--- config.mk ---
export PLATFORM = sky130hd
export DESIGN_NAME = fifo_uart_tx_flat
export DESIGN_NICKNAME = d
export VERILOG_FILES = /design/src/rtl/fifo_uart_tx_if.sv /design/src/rtl/fifo_uart_tx.sv /design/src/flat_wrapper.sv
export SDC_FILE = /design/constraint.sdc
export NUM_CORES = 1
export LEC_CHECK = 0
export CAP_MARGIN = 10
export CORE_UTILIZATION = 30
export CTS_CLUSTER_DIAMETER = 150
export DETAILED_ROUTE_END_ITERATION = 8
export SLEW_MARGIN = 0
export SYNTH_ARGS = -nofsm -noshare
export SYNTH_HDL_FRONTEND = slang
export SYNTH_SLANG_ARGS = --single-unit
--- constraint.sdc ---
create_clock -name clk -period 7.19 [get_ports clk]
set_clock_uncertainty 0.15 [all_clocks]
set_input_delay 1.438 -clock clk [delete_from_list [all_inputs] [get_ports clk]]
set_output_delay 1.438 -clock clk [all_outputs]
set_load 0.05 [all_outputs]
--- src/rtl/fifo_uart_tx_if.sv ---
// rtl/fifo_uart_tx_if.sv - FIFO read-port bundle between the FIFO and the UART drain stage
// master is the reader (drives fifo_rd); slave is the FIFO side.
interface fifo_uart_tx_if #(
    parameter int WIDTH = 8
);
    logic             fifo_empty;
    logic [WIDTH-1:0] fifo_data;
    logic             fifo_rd;

    modport master (
        input  fifo_empty,
        input  fifo_data,
        output fifo_rd
    );

    modport slave (
        output fifo_empty,
        output fifo_data,
        input  fifo_rd
    );
endinterface

--- src/rtl/fifo_uart_tx.sv ---
// rtl/fifo_uart_tx.sv - FIFO drain stage serialising bytes as UART frames
// Fetches one word per frame through the FIFO's registered read port.
module fifo_uart_tx #(
    parameter int WIDTH        = 8,
    parameter int CLKS_PER_BIT = 868,
    parameter int PARITY_EN    = 0,
    parameter int PARITY_ODD   = 0,
    parameter int STOP_BITS    = 1
) (
    input  logic                 clk,
    input  logic                 reset,
    input  logic                 enable,
    fifo_uart_tx_if.master       fifo,
    output logic                 tx,
    output logic                 busy,
    output logic                 frame_done
);
    localparam int BAUD_W = $clog2(CLKS_PER_BIT);
    localparam int CNT_W  = $clog2(WIDTH) + 1;
    localparam logic [BAUD_W-1:0] BAUD_LAST = BAUD_W'(CLKS_PER_BIT - 1);
    localparam logic [CNT_W-1:0]  DATA_LAST = CNT_W'(WIDTH - 1);
    localparam logic [CNT_W-1:0]  STOP_LAST = CNT_W'(STOP_BITS - 1);

    typedef enum logic [2:0] {
        IDLE, REQ, FETCH, START, DATA, PARITY, STOP
    } state_t;

    state_t             state_q, state_d;
    logic [BAUD_W-1:0]  baud_q, baud_d;
    logic [CNT_W-1:0]   bit_q, bit_d;
    logic [WIDTH-1:0]   shift_q, shift_d;
    logic               par_q, par_d;
    logic               tx_q, tx_d;
    logic               busy_q, busy_d;
    logic               rd_q, rd_d;
    logic               done_q, done_d;
    logic               baud_tc;

    assign baud_tc      = (baud_q == BAUD_LAST);
    assign tx           = tx_q;
    assign busy         = busy_q;
    assign frame_done   = done_q;
    assign fifo.fifo_rd = rd_q;

    always_ff @(posedge clk or posedge reset) begin
        if (reset) begin
            state_q <= IDLE;
            baud_q  <= '0;
            bit_q   <= '0;
            shift_q <= '0;
            par_q   <= 1'b0;
            tx_q    <= 1'b1;
            busy_q  <= 1'b0;
            rd_q    <= 1'b0;
            done_q  <= 1'b0;
        end else begin
            state_q <= state_d;
            baud_q  <= baud_d;
            bit_q   <= bit_d;
            shift_q <= shift_d;
            par_q   <= par_d;
            tx_q    <= tx_d;
            busy_q  <= busy_d;
            rd_q    <= rd_d;
            done_q  <= done_d;
        end
    end

    always_comb begin
        state_d = state_q;
        baud_d  = baud_q;
        bit_d   = bit_q;
        shift_d = shift_q;
        par_d   = par_q;
        tx_d    = tx_q;
        busy_d  = busy_q;
        rd_d    = 1'b0;
        done_d  = 1'b0;

        case (state_q)
            IDLE: begin
                tx_d   = 1'b1;
                busy_d = 1'b0;
                if (enable && !fifo.fifo_empty) begin
                    rd_d    = 1'b1;
                    busy_d  = 1'b1;
                    state_d = REQ;
                end
            end
            // FIFO registers the read on this edge; data is valid in FETCH.
            REQ: state_d = FETCH;
            FETCH: begin
                shift_d = fifo.fifo_data;
                par_d   = (PARITY_ODD != 0) ? ~^fifo.fifo_data : ^fifo.fifo_data;
                tx_d    = 1'b0;
                baud_d  = '0;
                bit_d   = '0;
                state_d = START;
            end
            START: begin
                baud_d = baud_tc ? '0 : baud_q + 1'b1;
                if (baud_tc) begin
                    tx_d    = shift_q[0];
                    shift_d = shift_q >> 1;
                    bit_d   = '0;
                    state_d = DATA;
                end
            end
            DATA: begin
                baud_d = baud_tc ? '0 : baud_q + 1'b1;
                if (baud_tc) begin
                    if (bit_q == DATA_LAST) begin
                        bit_d = '0;
                        if (PARITY_EN != 0) begin
                            tx_d    = par_q;
                            state_d = PARITY;
                        end else begin
                            tx_d    = 1'b1;
                            state_d = STOP;
                        end
                    end else begin
                        tx_d    = shift_q[0];
                        shift_d = shift_q >> 1;
                        bit_d   = bit_q + 1'b1;
                    end
                end
            end
            PARITY: begin
                baud_d = baud_tc ? '0 : baud_q + 1'b1;
                if (baud_tc) begin
                    tx_d    = 1'b1;
                    bit_d   = '0;
                    state_d = STOP;
                end
            end
            STOP: begin
                baud_d = baud_tc ? '0 : baud_q + 1'b1;
                if (baud_tc) begin
                    if (bit_q == STOP_LAST) begin
                        bit_d   = '0;
                        done_d  = 1'b1;
                        busy_d  = 1'b0;
                        state_d = IDLE;
                    end else begin
                        bit_d = bit_q + 1'b1;
                    end
                end
            end
            default: state_d = IDLE;
        endcase
    end
endmodule

--- src/flat_wrapper.sv ---
// flat-port wrapper written by rule: the top's interface ports become plain ports
module fifo_uart_tx_flat 
#(
    parameter int WIDTH        = 8,
    parameter int CLKS_PER_BIT = 868,
    parameter int PARITY_EN    = 0,
    parameter int PARITY_ODD   = 0,
    parameter int STOP_BITS    = 1
)
  (clk, reset, enable, tx, busy, frame_done, fifo_fifo_empty, fifo_fifo_data, fifo_fifo_rd);
  fifo_uart_tx_if #(.WIDTH(WIDTH)) fifo_i ();
  input  logic clk;
  input  logic reset;
  input  logic enable;
  output logic tx;
  output logic busy;
  output logic frame_done;
  input wire logic [$bits(fifo_i.fifo_empty)-1:0] fifo_fifo_empty;
  input wire logic [$bits(fifo_i.fifo_data)-1:0] fifo_fifo_data;
  output wire logic [$bits(fifo_i.fifo_rd)-1:0] fifo_fifo_rd;
  assign fifo_i.fifo_empty = fifo_fifo_empty;
  assign fifo_i.fifo_data = fifo_fifo_data;
  assign fifo_fifo_rd = fifo_i.fifo_rd;
  fifo_uart_tx #(.WIDTH(WIDTH), .CLKS_PER_BIT(CLKS_PER_BIT), .PARITY_EN(PARITY_EN), .PARITY_ODD(PARITY_ODD), .STOP_BITS(STOP_BITS)) u_core (.clk(clk), .reset(reset), .enable(enable), .fifo(fifo_i), .tx(tx), .busy(busy), .frame_done(frame_done));
endmodule
# Word-level counts from Yosys, hierarchy flattened
# Index checks and enable logic that the tools add are counted.
word_totals:
  regBits: 29
  inputBits: 12
  out_inout_bits: 4
  elab_cells: 76
classes:
  n_addsub: 2
  n_eq_ne: 17
  muxes: 33
  n_reduce_logical: 16
ops:
  columns: ["cell", "count"]
  rows:
  - ["two-way mux 8 bit", 3]
  - ["case mux 8 bit (3 select lines)", 1]
  - ["two-way mux 3 bit", 7]
  - ["case mux 3 bit (7 select lines)", 1]
  - ["two-way mux 4 bit", 5]
  - ["case mux 10 bit (2 select lines)", 1]
  - ["inequality test 2 x 1 -> 1 bit (second input constant)", 8]
  - ["case mux 4 bit (4 select lines)", 1]
  - ["AND reduction 4 bit", 3]
  - ["two-way mux 1 bit", 11]
  - ["adder 10 x 1 -> 10 bit (second input constant)", 1]
  - ["== test 10 bit (second input constant)", 1]
  - ["two-way mux 10 bit", 1]
  - ["== test 3 bit (second input constant)", 3]
  - ["AND reduction 7 bit", 1]
  - ["== test 3 x 2 -> 1 bit (second input constant)", 2]
  - ["case mux 1 bit (5 select lines)", 1]
  - ["nonzero test 5 bit", 1]
  - ["adder 4 x 1 -> 4 bit (second input constant)", 1]
  - ["== test 4 x 3 -> 1 bit (second input constant)", 1]
  - ["logical NOT 4 bit", 1]
  - ["nonzero test 2 bit", 2]
  - ["nonzero test 4 bit", 1]
  - ["OR reduction 4 bit", 1]
  - ["9 further kinds", 9]

# Longest topological paths before layout
# Gate-level depths: netlist of run 1.
logic_depth:
  ltp_word: 4
  depth_mapped: 8

# Worst setup path after synthesis of run 1
# No wires, ideal clock.
synth_path:
  path_type: "register to register"
  startpoint: "register u_core.baud_q[0]"
  endpoint: "register u_core.bit_q[0]"
  setup_ns: 0.127
  t_arrival_ns: 2.062
  setup_slack_ns: 4.851
  path_stages_with_launch: 7
  n_path_buf: 1
  period_less_slack_ns: 2.339
  cell_sequence: "dfrtp_1 -> ha_1 -> or3b_1 -> buf_2 -> o41a_1 -> nor3_2 -> mux2_1"
synth_between:
  elab_chain_cells: 3
  elab_cells_between_ends: 5
  classes_between: "eq/ne: 4; reduce/logical: 1"
synth_lines:
  columns: ["item", "line", "source"]
  rows:
  - ["start, declared", "fifo_uart_tx.sv:29", "logic [BAUD_W-1:0] baud_q, baud_d;"]
  - ["start signal, assigned", "fifo_uart_tx.sv:58", "baud_q <= baud_d;"]
  - ["== test 10 bit (*)", "fifo_uart_tx.sv:39", "assign baud_tc = (baud_q == BAUD_LAST);"]
  - ["inequality test 2 x 1 -> 1 bit (no line)", null, null]
  - ["AND reduction 4 bit (no line) (*)", null, null]
  - ["end signal, assigned", "fifo_uart_tx.sv:59", "bit_q <= bit_d;"]
  - ["end, declared", "fifo_uart_tx.sv:30", "logic [CNT_W-1:0] bit_q, bit_d;"]
# Mark *: on every way between the ends. The rest lies on a longest branch, timed or not.
# A chain may end at the register's enable or synchronous reset.

# Worst setup path in the final report of run 1
layout_path:
  startpoint: "register u_core.tx_q (netlist: u_core.tx)"
  endpoint: "output tx"
layout_rtl:
  columns: ["item", "line", "source"]
  rows:
  - ["start, declared", "fifo_uart_tx.sv:33", "logic tx_q, tx_d;"]
  - ["start signal, assigned", "fifo_uart_tx.sv:62", "tx_q <= tx_d;"]
  - ["end, declared", "flat_wrapper.sv:15", "output logic tx;"]
# No word-level cell between the ends.

==> results by group, run 1 <==
Pwr
  • Power after layout: 0.0003099 W
  • Pwr/cell area: about 160 mW/mm^2
  • Leak pwr: around 0.80 nW
  • VDD IR max: approximately 90 uV
  • Reg power frac: between 50% and 60%
  • Internal cell power: 0.0002406 W
  • Switching portion of total power: 22.36%
  • Sw Pwr: 0.00006931 W
  • Clk network pwr share: roughly two fifths
  • Comb power frac: about 4.4%

Placement
  • Dpl hpwl: 2.226 mm
  • Worst slack at placement: between 4 and 5 ns
  • Port bufs: 15
  • Gpl congestion: about 0.76

Setup path
  • Setup CP Type: reg -> out
  • WP buf/inv: 1
  • CP max-delay cell: clkdlybuf4s50_1
  • Reg-to-reg slack, setup: between 4 and 5 ns
  • Critical path fanouts, max: 2
  • Critical path arrival: 1.60 ns
  • Worst setup SP type: flop
  • Crit path max-delay family: buffers and inverters
  • Largest stage delay, worst path: 0.79 ns
  • Critical Path Sink Type: output port
  • R2R Path Start: u_core.baud_q[0]$_DFFE_PP0P_
  • RR Endpoint: u_core.shift_q[5]$_DFFE_PP0P_
  • WP data required: 5.60 ns
  • R2R cell count: 5
  • CP Cell Sequence: clkdlybuf4s50_1

Clocking
  • Sink Count: 29
  • Worst-Skew Late Latency: about 0.27 ns
  • Postcts setup bufs: 0
  • Clock edge transition at the registers on the reported setup and hold paths: around 0.07 ns
  • Deepest clock path buffer count: 2
  • Post_cts resized: 0
  • TritonCTS Buffers: 5
  • CTS tree: yes
  • Count of hold buffers inserted by post-cts repair: 0
  • Root buffer cell: clkbuf_8
  • H-Tree Depth: 2

Cells and area
  • Area growth, synth to finish: 18.22%
  • Share of cells above drive strength 1: between 10% and 20%
  • Fillers: 541
  • Nets: between 150 and 200
  • ANT cells: 0
  • Seq. cell area: approximately 730 sq um
  • Area of the multi-input gates: around 870 sq um

Yosys
  • Mapped Nets: approximately 180
  • Mapped Cells: 164
  • Asr flop ratio synth: between 90% and 100%
  • Flop and latch count out of synthesis: 29
  • Synthesized area per cell: 10.13 sq um
  • Number of enable flip-flop cells after synthesis: 0
  • Number of synthesis warnings: 0
  • Netlist Area Pre-Place: 0.001662 sq mm
  • Primary FF master, synth: dfrtp_1
  • Sequential fraction of the synthesis area: 43.75%
  • Synth unique cells: 52

Detailed routing
  • Antenna Nets Post-Route: 0
  • Vias/cell: just over 5
  • Initial drt markers: 74
  • DRC: 0
  • Vias: around 1.3k
  • Routed len/inst: approximately 13 um
  • Overall routed net length: roughly 3.2 mm
  • First-pass iteration count of the detailed router: 4

STA
  • Post-route setup TNS: 0 ns
  • Max-slew violations: 0
  • Fin worst setup slack: ~4.0 ns
  • RSZ-0062 raised after global routing: false
  • Fin crit share: between 40% and 50%
  • Final hold violations: 0
  • Worst slew margin: about two fifths
  • Fmax: 0.3135 GHz
  • Final critical-path required period: around 3.2 ns
  • Final setup vio count: 0
  • Worst-margin pin slew: 0.8781 ns

Global route
  • Vias in the first global route: 1154
  • Gr usage total: approximately 11%
  • Largest net degree at the start of global routing: 30
  • First-pass GRT wire length: around 5.4 mm
  • Antenna violations before repair: 0
  • Grt total ovfl: 0

Min path
  • Hold Crit Depth: 2
  • Hold Path Sink: u_core.tx$_DFFE_PP1P_
  • Worst min-delay path startpoint: u_core.tx$_DFFE_PP1P_
  • Worst Hold Class: reg -> reg

Floorplan
  • Die Y: roughly 76 um
  • Die X: about 76 um
  • Core footprint: about 0.0052 sq mm
  • Die area: approximately 0.0058 sq mm
  • Initial Util: between 30% and 40%
  • Core Rows: 26
  • I/O pins: 16

Run
  • Max-Cap Viols: 0

Run status
  • Status: completed
-- synthesized netlist by cell type (2+ instances only) --
cell type	n	area (sq um)
a32o_1	2	20.02
o22ai_1	3	18.77
o31a_1	2	17.52
clkbuf_1	5	18.77
dfrtp_1	28	700.7
o21ai_0	5	25.02
buf_2	2	10.01
o41ai_1	2	17.52
nand3b_1	3	22.52
o31ai_1	2	15.01
mux2i_1	6	60.06
nor2b_1	2	12.51
ha_1	3	37.54
or4_1	2	15.01
nor4_1	2	12.51
xor2_1	2	17.52
nand3_1	5	25.02
nor3_1	2	10.01
xnor2_1	2	17.52
mux2_1	3	33.78
nand2_1	16	60.06
a31oi_1	2	12.51
or3_1	3	18.77
inv_1	10	37.54
mux2_2	10	112.6
and2_1	2	12.51
nor2_1	7	26.28
a21oi_1	7	35.03
-- worst reg2reg max path: stages (launching register included) --
cell and delay (ns):
dfrtp_1 0.41, ha_1 0.23, or3b_1 0.46, or3_1 0.58, a21oi_4 0.36, mux2_2 0.38
-- registers in the layout, indices dropped and copies added (netlist names) --
name	count
u_core.shift_q	8
u_core.bit_q	4
u_core.state_q	3
u_core.tx	1
u_core.baud_q	10
u_core.fifo.fifo_rd	1
u_core.frame_done	1
u_core.busy	1
-- cells in the final DEF (no fill, tap or decap), drive strengths merged, types with 2 or more instances in the layout --
cell type	Yosys	final
clkdlybuf4s50	0	15
nand2	16	16
ha	3	3
o41ai	2	2
nand3	5	5
clkbuf	5	5
xor2	2	2
a21oi	8	8
o21ai	5	5
dfrtp	28	28
nand3b	3	3
nor2b	2	2
o31ai	2	2
or3b	2	2
or3	3	3
a32o	2	2
inv	10	10
and2	2	2
a31oi	2	2
mux2	13	13
o22ai	3	3
or4	2	2
nor4	2	2
mux2i	6	6
xnor2	2	2
nor3	3	3
clkinv	0	2
nor2	7	7
o31a	2	2
-- kinds of logic after synthesis --
family	Yosys count	share of synthesized area, %
AND/OR/NAND/NOR	54	18.15
AO/OA/AOI/OAI	38	17.32
XOR/XNOR	4	2.109
flip-flops	29	43.75
multiplexers	19	12.42
buffers and inverters	17	3.991
adder cells (fa/ha/maj)	3	2.259
-- metrics by stage --
stage	cell area [sq um]	std cells	utilization (%)	hold WS, ns
5_1_grt	1964	251	37.74	0.3574
3_3_place_gp	1878	243	36.08	0.3146
4_1_cts	1964	251	37.74	0.3396
3_5_place_dp	1878	243	36.08	0.3300
2_1_floorplan	1662	164	-	0.3004
6_report	1964	251	37.74	0.3315
-- power groups by stage --
stage | clock [W] | combinational (W) | sequential, W
after global placement | 0 | 0.0000140 | 0.000169
after global routing | 0.000142 | 0.0000155 | 0.000167
after CTS | 0.000133 | 0.0000143 | 0.000167
after detailed placement | 0 | 0.0000143 | 0.000170
final | 0.000130 | 0.0000137 | 0.000167
after floorplan | 0 | 0.00000636 | 0.000169
-- how the worst max path moves through the flow --
| stage | startpoint | to | slack (ns) | cells past startpoint |
|---|---|---|---|---|
| final | u_core.tx$_DFFE_PP1P_ | tx | 4.00 | 1 |
| after global routing | u_core.tx$_DFFE_PP1P_ | tx | 3.96 | 1 |
| after CTS | u_core.tx$_DFFE_PP1P_ | tx | 3.99 | 1 |
| after detailed placement | u_core.tx$_DFFE_PP1P_ | tx | 4.30 | 1 |
| after global placement | u_core.tx$_DFFE_PP1P_ | tx | 4.31 | 1 |
| after floorplan | u_core.baud_q[0]$_DFFE_PP0P_ | u_core.bit_q[0]$_DFFE_PP0P_ | 4.85 | 6 |
-- metal layers --
metal / routed length, um / track usage (%) / up-vias
met5: 0 / 0 / -
met4: 13 / 2.308 / 0
met3: 102 / 3.234 / 2
met2: 1389 / 17.30 / 18
met1: 1671 / 15.78 / 614
li1: - / - / 640
-- layout make-up --
cell class,count,share of cell area [%]
Clock inverter,3,0.8917
Multi-Input combinational cell,118,44.20
Tap cell,70,4.459
Inverter,10,1.911
Timing Repair Buffer,16,8.025
Sequential cell,29,37.01
Clock buffer,5,3.503
Power figures use the tool's default switching activity.
==> run 2: changes to the inputs <==
clock period = 2.7 ns   (was 7.19 ns; I/O delays follow)
==> run 2 against run 1 <==
Effect of this change: via count barely moved; critical path type is now reg -> reg; cell area rose by 2.7%; non-clock buffer count rose by 7; clock power rose to 2.7 times the previous value.
==> results by group, run 2 (synthesis results as in run 1) <==
Placement
  • Port bufs: 15 (unchanged)
  • Placed instance area: 0.001931 sq mm (+2.8%)
  • Gpl congestion: 0.7741 (+2.5%)
  • Dpl hpwl: 2.249 mm (+1.0%)

Detailed routing
  • First-pass iteration count of the detailed router: 4 (unchanged)
  • Vias: 1273 (-0.078%)
  • Initial drt markers: 48 (-35%)
  • Overall routed net length: 3.172 mm (-0.13%)
  • DRC: 0 (unchanged)
  • Vias/cell: 4.934 (-2.8%)
  • Routed len/inst: 12.29 um (-2.8%)
  • Antenna Nets Post-Route: 0 (unchanged)

Setup path
  • CP Cell Sequence: ha_1, or3b_1, or3_1, a21oi_4, mux2_2
  • R2R cell count: 5 (unchanged)
  • WP data required: 2.72 ns (-2.88 ns)
  • RR Endpoint: u_core.shift_q[6]$_DFFE_PP0P_
  • Reg-to-reg slack, setup: 0.20 ns (-4.32 ns)
  • Largest stage delay, worst path: 0.46 ns (-0.33 ns)
  • R2R Path Start: u_core.baud_q[0]$_DFFE_PP0P_
  • Worst setup SP type: flop
  • Critical Path Sink Type: flop
  • Critical path fanouts, max: 8 (+6)
  • Setup CP Type: reg -> reg
  • Critical path arrival: 2.52 ns (+0.92 ns)
  • CP max-delay cell: or3b_1

Pwr
  • VDD IR max: 190.2 uV (+110%)
  • Pwr/cell area: 412.1 mW/mm^2 (+160%)
  • Leak pwr: 0.8299 nW (+4.3%)

Cells and area
  • Top Registers: u_core.baud_q x10, u_core.shift_q x8, u_core.bit_q x4
  • Commonest non-fill, non-tap cell in the layout: dfrtp_1
  • Fillers: 514 (-5.0%)
  • Top reg by flops: u_core.baud_q
  • Area of the multi-input gates: 868.3 sq um (unchanged)
  • Seq. cell area: 726.9 sq um (unchanged)
  • Most frequent cells in the layout: dfrtp_1 (28), nand2_1 (16), clkdlybuf4s50_1 (15)
  • Max FFs per register: 10 (unchanged)
  • Area growth, synth to finish: 21.39%
  • Nets: 202 (+3.6%)
  • Final Cell Area: 0.002017 sq mm (+2.7%)
  • Share of cells above drive strength 1: 17.55% (+3.2 points)
  • ANT cells: 0 (unchanged)

Min path
  • Hold Path Sink: u_core.tx$_DFFE_PP1P_
  • Worst min-delay path startpoint: u_core.tx$_DFFE_PP1P_
  • Hold Crit Depth: 2 (unchanged)
  • Worst Hold Class: reg -> reg

Global route
  • Largest net degree at the start of global routing: 30 (unchanged)
  • Gr usage total: 12.21% (+0.91 points)
  • Antenna violations before repair: 0 (unchanged)
  • Grt total ovfl: 0 (unchanged)
  • Vias in the first global route: 1275 (+10%)
  • First-pass GRT wire length: 5.733 mm (+5.9%)

STA
  • Final hold violations: 0 (unchanged)
  • Fmax: 0.3999 GHz
  • Max-slew violations: 0 (unchanged)
  • Final setup vio count: 0 (unchanged)
  • RSZ-0062 raised after global routing: false
  • Fin crit share: 92.61%
  • Post-route setup TNS: 0 ns (unchanged)
  • Final critical-path required period: between 2 and 3 ns
  • Worst-margin pin slew: 0.5854 ns (-0.2927 ns)
  • Worst slew margin: 60.69% (+19 points)

Run status
  • Status: completed

Clocking
  • Deepest clock path buffer count: 2 (unchanged)
  • Count of hold buffers inserted by post-cts repair: 0 (unchanged)
  • Sink Count: 29 (unchanged)
  • Post_cts resized: 0 (unchanged)
  • TritonCTS Buffers: 5 (unchanged)
  • CTS tree: yes
  • Worst-Skew Late Latency: 0.28 ns (about the same)
  • Clock edge transition at the registers on the reported setup and hold paths: 0.07 ns (about the same)
  • Root buffer cell: clkbuf_8
  • Postcts setup bufs: 0 (unchanged)
  • H-Tree Depth: 2 (unchanged)

Floorplan
  • Die X: 76.42 um (unchanged)
  • Die Y: 76.42 um (unchanged)
  • Initial Util: 31.92% (unchanged)
  • Core Rows: 26 (unchanged)
  • I/O pins: 16 (unchanged)
  • Core footprint: 0.005205 sq mm (unchanged)
  • Die area: 0.005840 sq mm (unchanged)

Run
  • Max-Cap Viols: 0 (unchanged)
[run 2: cell types whose count changed in the layout (fill, tap and decap cells not counted), sizes merged]
cell,before,now
buf,1,8
[run 2: routing by layer]
layer | global-route usage (%) | routed length (um) | vias up
met5 | 0 | 0 | -
met4 | 5.192 | 55 | 0
met3 | 3.832 | 165 | 7
met2 | 18.29 | 1348 | 31
met1 | 16.13 | 1603 | 584
li1 | - | - | 651
[run 2: stage by stage]
step | std cells | hold WS (ns) | setup WS [ns] | power, W | utilization, %
2_1_floorplan | 164 | 0.3004 | 0.3605 | 0.0004675 | -
3_3_place_gp | 250 | 0.3160 | 0.2492 | 0.0004887 | 37.09
3_5_place_dp | 250 | 0.3250 | 0.2208 | 0.0004892 | 37.09
4_1_cts | 258 | 0.3345 | 0.2081 | 0.0008473 | 38.75
5_1_grt | 258 | 0.3467 | 0.06241 | 0.0008673 | 38.75
6_report | 258 | 0.3245 | 0.1995 | 0.0008312 | 38.75
[run 2: worst max path at each step]
stage / start / to
floorplan: u_core.baud_q[0]$_DFFE_PP0P_ / u_core.bit_q[0]$_DFFE_PP0P_
CTS: u_core.baud_q[0]$_DFFE_PP0P_ / u_core.shift_q[6]$_DFFE_PP0P_
global route: u_core.baud_q[0]$_DFFE_PP0P_ / u_core.shift_q[1]$_DFFE_PP0P_
global placement: u_core.baud_q[0]$_DFFE_PP0P_ / u_core.shift_q[1]$_DFFE_PP0P_
detailed placement: u_core.baud_q[0]$_DFFE_PP0P_ / u_core.shift_q[6]$_DFFE_PP0P_
finish: u_core.baud_q[0]$_DFFE_PP0P_ / u_core.shift_q[6]$_DFFE_PP0P_
[run 2: final cells by class]
type                    count  area share (%)
multi-input cells         118           43.05
flip-flops and latches     29           36.04
repair buffers             23           10.42
well taps                  70           4.342
clock buffers               5           3.412
inverters                  10           1.861
clock inverters             3          0.8685
[run 2: worst max-delay path, delay by kind of cell, from the launching register on]
family / cells / cell delay [ns]
adder cells (fa/ha/maj): 1 / 0.23
multiplexers: 1 / 0.37
flip-flops: 1 / 0.40
AO/OA/AOI/OAI: 1 / 0.32
AND/OR/NAND/NOR: 2 / 0.92
[run 2: power by group]
part,internal (W),switching [W],leakage (nW),total [W]
Clock,0.000177,0.000174,0.0439,0.000351
Combinational,0.0000227,0.0000140,0.437,0.0000367
Sequential,0.000441,0.00000257,0.349,0.000443
Total,0.000641,0.000190,0.830,0.000831
==> run 3: changes to the inputs <==
--- a/config.mk
+++ b/config.mk
@@ -10,4 +10,5 @@
 export CTS_CLUSTER_DIAMETER = 150
 export DETAILED_ROUTE_END_ITERATION = 8
+export PLACE_DENSITY = 0.52
 export SLEW_MARGIN = 0
 export SYNTH_ARGS = -nofsm -noshare
==> constraint.sdc (replaced) <==
create_clock -name clk -period 2.7 [get_ports clk]
set_clock_uncertainty 0.15 [all_clocks]
set_input_delay 0.405 -clock clk [delete_from_list [all_inputs] [get_ports clk]]
set_output_delay 0.405 -clock clk [all_outputs]
set_load 0.05 [all_outputs]
==> run 3 against run 2 <==
Effect of this change: critical path depth is the same; first-iteration DRC count increased by 63%; fmax rose by 3.2%; clock power down 4%; critical path type unchanged.
==> results by group, run 3 (synthesis results as in run 1) <==
Pwr
  • Switching portion of total power: 21.03% (-1.9 points)
  • Leak pwr: 0.8213 nW (-1.0%)
  • Sw Pwr: 0.0001721 W (-9.7%)
  • Pwr/cell area: 408.6 mW/mm^2 (-0.87%)
  • Reg power frac: 54.2% (+0.9 points)
  • VDD IR max: 201.0 uV (+5.7%)
  • Clk network pwr share: 41.2% (-1.1 points)
  • Internal cell power: 0.0006463 W (+0.86%)
  • Comb power frac: 4.5% (about the same)

Setup path
  • Worst setup SP type: flop
  • Critical Path Sink Type: flop
  • Setup CP Type: reg -> reg
  • Critical path arrival: 2.43 ns (-0.09 ns)
  • Crit path max-delay family: simple AND/OR/NAND/NOR gates
  • Largest stage delay, worst path: 0.46 ns (about the same)
  • WP buf/inv: 0 (unchanged)
  • Critical path fanouts, max: 8 (unchanged)
  • CP Cell Sequence: ha_1, or3b_1, or3_1, a21oi_4, mux2_2
  • WP data required: 2.71 ns (about the same)
  • CP max-delay cell: or3b_1

Detailed routing
  • DRC: 0 (unchanged)
  • First-pass iteration count of the detailed router: 4 (unchanged)
  • Overall routed net length: 3.412 mm (+7.6%)
  • Routed len/inst: 13.28 um (+8.0%)
  • Vias/cell: 5.117 (+3.7%)
  • Antenna Nets Post-Route: 0 (unchanged)
  • Initial drt markers: 78 (+63%)
  • Vias: 1315 (+3.3%)

STA
  • Worst slew margin: 58.44% (-2.3 points)
  • Final critical-path required period: 2.422 ns (-0.07856 ns)
  • Final hold violations: 0 (unchanged)
  • Final setup vio count: 0 (unchanged)
  • RSZ-0062 raised after global routing: false
  • Fin crit share: 89.70% (-2.9 points)
  • Fmax: 0.4129 GHz (+3.2%)
  • Post-route setup TNS: 0 ns (unchanged)
  • Max-slew violations: 0 (unchanged)
  • Worst-margin pin slew: 0.6190 ns (+0.03365 ns)

Floorplan
  • Core footprint: 0.005205 sq mm (unchanged)
  • Core Rows: 26 (unchanged)
  • I/O pins: 16 (unchanged)
  • Die Y: 76.42 um (unchanged)
  • Die area: 0.005840 sq mm (unchanged)
  • Die X: 76.42 um (unchanged)
  • Initial Util: 31.92% (unchanged)

Run
  • Max-Cap Viols: 0 (unchanged)

Clocking
  • H-Tree Depth: 2 (unchanged)
  • Sink Count: 29 (unchanged)
  • Worst-Skew Late Latency: 0.28 ns (about the same)
  • Count of hold buffers inserted by post-cts repair: 0 (unchanged)
  • Postcts setup bufs: 0 (unchanged)
  • CTS tree: yes
  • Clock edge transition at the registers on the reported setup and hold paths: 0.06 ns (about the same)
  • TritonCTS Buffers: 5 (unchanged)
  • Deepest clock path buffer count: 2 (unchanged)
  • Post_cts resized: 0 (unchanged)
  • Root buffer cell: clkbuf_8

Global route
  • Antenna violations before repair: 0 (unchanged)
  • Vias in the first global route: 1317 (+3.3%)
  • Largest net degree at the start of global routing: 30 (unchanged)
  • Grt total ovfl: 0 (unchanged)
  • Gr usage total: 12.81% (+0.60 points)
  • First-pass GRT wire length: 6.003 mm (+4.7%)

Min path
  • Worst Hold Class: reg -> reg

Placement
  • Dpl hpwl: 2.456 mm (+9.2%)
  • Placed cells: 249 (-0.40%)
  • Gpl congestion: 0.7856 (+1.5%)
  • Port bufs: 15 (unchanged)

Run status
  • Status: completed

Cells and area
  • Area growth, synth to finish: 20.56%
  • Max FFs per register: 10 (unchanged)
  • Fin cells: 257 (-0.39%)
  • Most frequent cells in the layout: dfrtp_1 (28), nand2_1 (16), clkdlybuf4s50_1 (15)
  • Top Registers: u_core.baud_q x10, u_core.shift_q x8, u_core.bit_q x4
  • Top reg by flops: u_core.baud_q
  • Fillers: 536 (+4.3%)
  • ANT cells: 0 (unchanged)
  • Commonest non-fill, non-tap cell in the layout: dfrtp_1
  • Fin util: 38.49% (-0.26 points)
  • Nets: 201 (-0.50%)
  • Share of cells above drive strength 1: 15.51% (-2.0 points)
-- run 3: cell types whose count changed in the layout (fill, tap and decap cells not counted), sizes merged --
| cell | delta |
|---|---|
| clkinv | -2 |
| clkbuf | +3 |
| clkinvlp | -1 |
| buf | -1 |
-- run 3: stage by stage --
stage | instance area (sq um) | total power [W] | worst slack [ns] | hold slack (ns)
after floorplan | 1662 | 0.0004675 | 0.3605 | 0.3004
after global placement | 1923 | 0.0004887 | 0.3296 | 0.3094
after detailed placement | 1923 | 0.0004898 | 0.2776 | 0.3205
after CTS | 2003 | 0.0008331 | 0.2629 | 0.3347
after global routing | 2003 | 0.0008554 | 0.1560 | 0.3479
final | 2003 | 0.0008184 | 0.2780 | 0.3275
-- run 3: per-layer routing --
metal	vias to the layer above	track usage (%)	part of all wire, %
li1	647	-	-
met1	638	15.64	48
met2	24	21.35	47
met3	6	3.952	3.4
met4	0	4.231	1.3
met5	-	0	0
-- run 3: final cells by class --
cell class	instances	area (sq um)	share of cell area, %
Inverter	10	37.54	1.874
Multi-Input combinational cell	118	868.3	43.35
Sequential cell	29	726.9	36.29
Timing Repair Buffer	22	202.7	10.12
Tap cell	70	87.58	4.372
Clock buffer	8	80.08	3.998
-- run 3: path summary, 6_finish.rpt --
kind,startpoint,end,slack [ns],cells after the start
max,u_core.baud_q[0]$_DFFE_PP0P_,u_core.shift_q[5]$_DFFE_PP0P_,0.28,5
min,u_core.baud_q[9]$_DFFE_PP0P_,u_core.baud_q[9]$_DFFE_PP0P_,0.33,1
max reg2reg,u_core.baud_q[0]$_DFFE_PP0P_,u_core.shift_q[5]$_DFFE_PP0P_,0.28,5
min reg2reg,u_core.baud_q[9]$_DFFE_PP0P_,u_core.baud_q[9]$_DFFE_PP0P_,0.33,1
max in group asynchronous,reset,u_core.tx$_DFFE_PP1P_,1.73,3
min in group asynchronous,reset,u_core.baud_q[7]$_DFFE_PP0P_,0.35,3
-- run 3: power by group through the flow --
stage / logic (W) / registers, W / clock network [W]
floorplan: 0.0000169 / 0.000451 / 0
global route: 0.0000417 / 0.000444 / 0.000369
finish: 0.0000372 / 0.000444 / 0.000337
detailed placement: 0.0000380 / 0.000452 / 0
global placement: 0.0000373 / 0.000451 / 0
CTS: 0.0000384 / 0.000444 / 0.000351
